$ cat config.mk
export PLATFORM = sky130hd
export DESIGN_NAME = ball_renderer
export DESIGN_NICKNAME = d
export VERILOG_FILES = /design/src/rtl/ball_renderer.sv
export SDC_FILE = /design/constraint.sdc
export NUM_CORES = 1
export LEC_CHECK = 0
export BUFFER_PORTS_ARGS = -buffer_cell sky130_fd_sc_hd__buf_2
export CELL_PAD_IN_SITES_DETAIL_PLACEMENT = 1
export CELL_PAD_IN_SITES_GLOBAL_PLACEMENT = 1
export CORE_ASPECT_RATIO = 2
export CORE_MARGIN = 4
export CORE_UTILIZATION = 30
export DETAILED_ROUTE_END_ITERATION = 8
export GPL_ROUTABILITY_DRIVEN = 0
export PLACE_DENSITY = 0.55
export SLEW_MARGIN = 20
export SYNTH_ARGS = -nofsm -noshare
export SYNTH_HDL_FRONTEND = slang
export SYNTH_SLANG_ARGS = --single-unit
$ cat constraint.sdc
create_clock -name clk -period 10.9 [get_ports clk]
set_input_delay 2.725 -clock clk [delete_from_list [all_inputs] [get_ports clk]]
set_output_delay 2.725 -clock clk [all_outputs]
set_load 0.02 [all_outputs]
$ cat src/rtl/ball_renderer.sv
// Three-stage pixel pipeline that paints a filled circle over a flat background.
// Ball geometry is latched once per frame on the vsync falling edge.
module ball_renderer #(
  parameter logic [3:0] BG_R   = 4'h0,
  parameter logic [3:0] BG_G   = 4'h0,
  parameter logic [3:0] BG_B   = 4'h8,
  parameter logic [9:0] INIT_X = 10'd320,
  parameter logic [9:0] INIT_Y = 10'd240,
  parameter logic [9:0] INIT_S = 10'd16
) (
  input  logic       clk,
  input  logic       Reset,
  input  logic [9:0] DrawX,
  input  logic [9:0] DrawY,
  input  logic       vde,
  input  logic       hsync,
  input  logic       vsync,
  input  logic [9:0] BallX,
  input  logic [9:0] BallY,
  input  logic [9:0] BallS,
  output logic [3:0] Red,
  output logic [3:0] Green,
  output logic [3:0] Blue,
  output logic       de_out,
  output logic       hs_out,
  output logic       vs_out
);

  logic        vs_prev_q;
  logic [9:0]  sx_q, sx_d;
  logic [9:0]  sy_q, sy_d;
  logic [9:0]  ss_q, ss_d;
  logic [7:0]  fcnt_q, fcnt_d;
  logic        frame_start;

  logic [10:0] dx1_q, dx1_d;
  logic [10:0] dy1_q, dy1_d;
  logic [9:0]  ss1_q;
  logic [1:0]  pal1_q;
  logic        de1_q, hs1_q, vs1_q;

  logic [21:0] dxsq2_q, dxsq2_d;
  logic [21:0] dysq2_q, dysq2_d;
  logic [19:0] sssq2_q, sssq2_d;
  logic [1:0]  pal2_q;
  logic        de2_q, hs2_q, vs2_q;

  logic [21:0] dx_ext, dy_ext;
  logic [22:0] dist_sq;
  logic        hit;
  logic [11:0] pal_rgb;
  logic [11:0] rgb_q, rgb_d;
  logic        de_q, hs_q, vs_q;

  always_comb begin
    frame_start = vs_prev_q & ~vsync;
    sx_d   = sx_q;
    sy_d   = sy_q;
    ss_d   = ss_q;
    fcnt_d = fcnt_q;
    if (frame_start) begin
      sx_d   = BallX;
      sy_d   = BallY;
      ss_d   = BallS;
      fcnt_d = fcnt_q + 8'd1;
    end

    dx1_d = {1'b0, DrawX} - {1'b0, sx_q};
    dy1_d = {1'b0, DrawY} - {1'b0, sy_q};

    // Low 22 bits of the product are sign-agnostic once operands are sign-extended
    dx_ext  = {{11{dx1_q[10]}}, dx1_q};
    dy_ext  = {{11{dy1_q[10]}}, dy1_q};
    dxsq2_d = dx_ext * dx_ext;
    dysq2_d = dy_ext * dy_ext;
    sssq2_d = {10'd0, ss1_q} * {10'd0, ss1_q};

    dist_sq = {1'b0, dxsq2_q} + {1'b0, dysq2_q};
    hit     = dist_sq <= {3'd0, sssq2_q};

    unique case (pal2_q)
      2'd0:    pal_rgb = 12'hF70;
      2'd1:    pal_rgb = 12'hFF0;
      2'd2:    pal_rgb = 12'h0FF;
      default: pal_rgb = 12'hF0F;
    endcase

    if (!de2_q)   rgb_d = 12'h000;
    else if (hit) rgb_d = pal_rgb;
    else          rgb_d = {BG_R, BG_G, BG_B};
  end

  always_ff @(posedge clk) begin
    if (Reset) begin
      vs_prev_q <= 1'b1;
      sx_q      <= INIT_X;
      sy_q      <= INIT_Y;
      ss_q      <= INIT_S;
      fcnt_q    <= 8'd0;
      dx1_q     <= '0;
      dy1_q     <= '0;
      ss1_q     <= '0;
      pal1_q    <= '0;
      de1_q     <= 1'b0;
      hs1_q     <= 1'b0;
      vs1_q     <= 1'b1;
      dxsq2_q   <= '0;
      dysq2_q   <= '0;
      sssq2_q   <= '0;
      pal2_q    <= '0;
      de2_q     <= 1'b0;
      hs2_q     <= 1'b0;
      vs2_q     <= 1'b1;
      rgb_q     <= '0;
      de_q      <= 1'b0;
      hs_q      <= 1'b0;
      vs_q      <= 1'b1;
    end else begin
      vs_prev_q <= vsync;
      sx_q      <= sx_d;
      sy_q      <= sy_d;
      ss_q      <= ss_d;
      fcnt_q    <= fcnt_d;
      dx1_q     <= dx1_d;
      dy1_q     <= dy1_d;
      ss1_q     <= ss_q;
      pal1_q    <= fcnt_q[6:5];
      de1_q     <= vde;
      hs1_q     <= hsync;
      vs1_q     <= vsync;
      dxsq2_q   <= dxsq2_d;
      dysq2_q   <= dysq2_d;
      sssq2_q   <= sssq2_d;
      pal2_q    <= pal1_q;
      de2_q     <= de1_q;
      hs2_q     <= hs1_q;
      vs2_q     <= vs1_q;
      rgb_q     <= rgb_d;
      de_q      <= de2_q;
      hs_q      <= hs2_q;
      vs_q      <= vs2_q;
    end
  end

  assign Red    = rgb_q[11:8];
  assign Green  = rgb_q[7:4];
  assign Blue   = rgb_q[3:0];
  assign de_out = de_q;
  assign hs_out = hs_q;
  assign vs_out = vs_q;

endmodule

# [After elaboration in Yosys (flattened, before gate mapping)]
# Index checks and enable logic that the tools add are counted.
[classes] addsub=4 n_mul=3 magnitude_cmp=1 eq_ne=2 n_mux=2 bitwise_logic=4 n_reduce_logical=3
[ops] cell="11-bit by 11-bit multiplier with 22-bit output" n=2
[ops] cell="12-bit one-hot mux with 3 select lines" n=1
[ops] cell="22-bit by 22-bit adder with 23-bit output" n=1
[ops] cell="23-bit by 20-bit <= comparator with 1-bit output" n=1
[ops] cell="10-bit by 10-bit subtractor with 11-bit output" n=2
[ops] cell="10-bit by 10-bit multiplier with 20-bit output" n=1
[ops] cell="8-bit by 1-bit adder with 8-bit output (second input constant)" n=1
[ops] cell="4-bit two-way mux" n=1
[ops] cell="1-bit inverter" n=3
[ops] cell="3-bit OR reduction" n=1
[ops] cell="2-bit by 1-bit == test with 1-bit output (second input constant)" n=1
[ops] cell="2-bit == test (second input constant)" n=1
[ops] cell="2-bit logical NOT" n=1
[ops] cell="2-bit OR reduction" n=1
[ops] cell="1-bit AND" n=1
[totals] register_bits=159 input_bits=55

# [Logic depth before layout (Yosys ltp)]
[logic_depth] depth_word=4 depth_mapped=21 depth_no_buf=20

# [Worst setup path after synthesis]
# OpenSTA, ideal clock, no wires.
[synth_timing] path_type="flip-flop to flip-flop" from="reg dy1_q[10]" to="reg dysq2_q[20]" setup_ps=121 t_arrival_ps=5237 path_slack_ps=5542 stages_incl_launch_ff=20 path_buffers=2 synth_period_minus_slack_ps=5358 path_cell_list="dfxtp_1 -> clkbuf_1 -> clkbuf_1 -> nand2_1 -> fa_1 -> inv_1 -> fa_1 -> fa_1 -> fa_1 -> inv_1 -> fa_1 -> inv_1 -> ha_1 -> a21o_1 -> a21oi_1 -> o21ba_2 -> a2bb2oi_1 -> a31oi_1 -> o21ai_0 -> mux2_2"
[synth_via] elab_chain_len=1
[synth_lines] item="start, declared" line_no="37" source="logic [10:0] dy1_q, dy1_d;"
[synth_lines] item="start signal, assigned" line_no="125" source="dy1_q <= dy1_d;"
[synth_lines] item="11-bit by 11-bit multiplier with 22-bit output" line_no="75" source="dysq2_d = dy_ext * dy_ext;"
[synth_lines] item="end signal, assigned" line_no="132" source="dysq2_q <= dysq2_d;"
[synth_lines] item="end, declared" line_no="43" source="logic [21:0] dysq2_q, dysq2_d;"
# No other way between the ends.
# A chain may end at the register's enable or synchronous reset.

# [Worst setup path in the final report]
# Same ends and word-level chain as after synthesis.

==> metrics.csv <==
stage,metric,value,unit
floorplanning,die_h,349,microns
place,hpwlAfterDp,40.5,mm
sta,worst_pin_slew,994,ps
floorplanning,dieArea,62500,sq um
pwr,p_sw,1.58,mW
logic_synthesis,netlist_area,17500,sq um
pwr,power_leakage,9.71,nW
detailed_routing,routed_wirelength,47.6,mm
sta,maxSlewViolCount,0,
pwr,powerDensity,176,nW/um^2
final_layout,instances_no_fill,2758,
pwr,netSwitchingFraction,46.9,%
floorplanning,std_cell_rows,125,
outcome,status,finished clean,
logic_synthesis,syn_nets,2473,
hold_path,hold_end,vs_out,
final_layout,syn_to_final_growth,9.50,%
cts,hold_buffers,0,
sta,fin_crit_sh,53.7,%
worst_setup_path,arrival,6200,ps
logic_synthesis,synth_top_cell_by_area,fa_1,
sta,final.hold.worst_slack,423,ps
global_route,grt.overflow.total,0,
place,place_inst,2725,
detailed_routing,drc,0,
floorplanning,initial_core_util,30.2,%
detailed_routing,firstDrtPassIters,4,
sta,max_freq,0.171,GHz
logic_synthesis,yosys_warnings,0,
cts,clk_latency,460,ps
cts,cts_buffers,17,
sta,hold_violations,0,
logic_synthesis,synthArstFlopShare,0,%
detailed_routing,antenna_left,0,
pwr,pwr-share-comb,61.1,%
detailed_routing,wl_per_cell,17.3,microns
worst_setup_path,worst_r2r_endpoint,dysq2_q[20],
cts,cts.clk_slew.worst_paths,80,ps
hold_path,hold_path_class,reg -> reg,
logic_synthesis,syn_avg_cell_area,8.92,sq um
logic_synthesis,synthTopCellsByArea,"fa_1 29%, dfxtp_1 17%, ha_1 15%, inv_1 8.3%, nand2_1 4.0%",
cts,cts_max_level,4,
floorplanning,pin_count,70,
worst_setup_path,cp.required,11240,ps
floorplanning,fp.dieW,179,microns
hold_path,hp-start,vs2_q,
worst_setup_path,timing.rr.start,dy1_q[10],
pwr,p_seq_share,20.8,%
sta,finClkSkew,18.1,ps
cts,root_buffer,clkbuf_16,
final_layout,drive_above_1_share,6.56,%
pwr,power,3.36,mW
logic_synthesis,yosysTopAreaCellShare,28.7,%
worst_setup_path,crit_type,reg -> reg,
global_route,grt_pass1_vias,15049,
cts,clock_sinks,148,
logic_synthesis,synth-main-ff-cell,dfxtp_1,
cts,cts_tree,done,
hold_path,min_path_cells,1,
logic_synthesis,seq_area_frac_synth,16.9,%
sta,fin_setup_tns,0,ps
logic_synthesis,synth-seq-cells,148,
sta,setup_violations,0,
pwr,power_frac_clock,18.0,%
final_layout,layout.nets,2495,
floorplanning,core_area,57900,sq um
sta,grt_setup_unrepaired,no,
global_route,grt_pass1_wl,77.9,mm
worst_setup_path,cp-start-kind,register,
detailed_routing,vias,12863,
cts,cts.repair.resized,0,
job,drv_cap,0,
detailed_routing,routed_via_density,4.66,
final_layout,final_cell_mix,"389 x inv_1, 251 x fa_1, 206 x ha_1, 188 x nand2_1, 148 x dfxtp_1",
pwr,ir_drop,0.116,mV
worst_setup_path,regToRegSetupSlack,5040,ps
logic_synthesis,synth_edf_count,0,
final_layout,nFillCells,6829,
sta,max_slew_margin,33.7,%
cts,clock_tree.buffer_depth,2,
pwr,internal_power,1.78,mW
worst_setup_path,endpoint_kind,register,
logic_synthesis,yosysUniqueCellTypes,64,
worst_setup_path,rr_worst_depth,17,
global_route,grt_max_degree,60,
worst_setup_path,path_max_fanout,21,
final_layout,diodes,0,
final_layout,final_common_cell,inv_1,
place,io_buffer_count,69,
global_route,antenna_found_initial,0,
sta,period_minus_slack,5860,ps
logic_synthesis,synthCells,1961,
global_route,grtUsageTotal,16.0,%
detailed_routing,drtIter0Drc,338,
cts,cts_setup_buffers,0,
[final cells by class]
type                       count  area [sq um]  area share (%)
sequential                   148          2960            15.5
multi-input combinational   1354         12800            66.8
clock inverter                15           165           0.862
inverter                     389          1460            7.62
clock buffer                  17           425            2.22
timing repair buffer          73           398            2.08
tap                          762           953            4.98
[per-stage QoR]
step	util [%]	instance area [sq um]	setup WS [ps]
final	33.1	19200	5040
after global routing	33.1	19200	4660
after CTS	33.1	19100	5030
after detailed placement	32.0	18500	5060
after global placement	32.0	18500	5110
after floorplan	-	17500	5540
[power by group through the flow]
stage               logic [mW]  registers [mW]  clock network (mW)
detailed placement        2.09           0.717                   0
global route              2.36           0.712               0.648
CTS                       2.11           0.706               0.632
floorplan                 1.55           0.655                   0
finish                    2.06           0.701               0.606
global placement          2.04           0.718                   0
[cell families (layout without fill, tap and decap cells)]
family	count (synthesis)	count (layout)	share of synthesized area [%]
fa+ha+maj	457	457	43.5
flops	148	148	16.9
xor+xnor	89	89	4.46
buf+inv	459	494	10.0
simple gates	527	527	14.5
mux	5	5	0.322
compound gates	276	276	10.3
[critical path, stage by stage, from the launching register on]
cell and delay (ps):
dfxtp_1 780, nand2_1 270, fa_1 550, inv_1 60, fa_1 490, fa_1 540, fa_1 500, inv_1 50
fa_1 470, inv_1 40, ha_1 350, a21o_1 230, a21oi_1 290, o21ba_2 180, a2bb2oi_1 210, a31oi_1 160
o21ai_0 210, mux2_2 350
[synthesized netlist by cell type (22+ instances only)]
master,number
a21o_1,30
a21oi_1,83
and2_1,67
clkbuf_1,59
dfxtp_1,148
fa_1,251
ha_1,206
inv_1,389
nand2_1,188
nand2b_1,22
nor2_1,106
nor2b_1,59
nor3_1,26
o21ai_0,52
xnor2_1,64
xor2_1,25
[state kept, by name, summed over array words and instances, names as in the netlist, 7 cells and up]
name / cells
ss1_q: 10
sssq2_q: 19
sy_q: 10
sx_q: 10
ss_q: 10
dx1_q: 11
dxsq2_q: 21
dy1_q: 11
dysq2_q: 21
fcnt_q: 7
[how the worst max path moves through the flow]
stage	start	endpoint	slack (ps)	depth (start not counted)
2_1_floorplan	dy1_q[10]	dysq2_q[20]	5540	19
3_3_place_gp	dx1_q[4]	dxsq2_q[19]	5110	19
3_5_place_dp	dx1_q[4]	dxsq2_q[19]	5060	19
4_1_cts	dx1_q[4]	dxsq2_q[19]	5030	19
5_1_grt	dy1_q[4]	dysq2_q[20]	4660	17
6_report	dy1_q[10]	dysq2_q[20]	5040	17
[per-layer routing]
metal  up-vias  routed length [microns]  part of all wire, %  track usage, %
met1      6510                    16600                   35            15.5
met2       109                    28600                   60            33.4
li1       6183                        -                    -               -
met4         0                     1770                  3.7            6.51
met3        61                      597                  1.3            1.17
met5         -                        0                    0               0
Power figures use the tool's default switching activity.
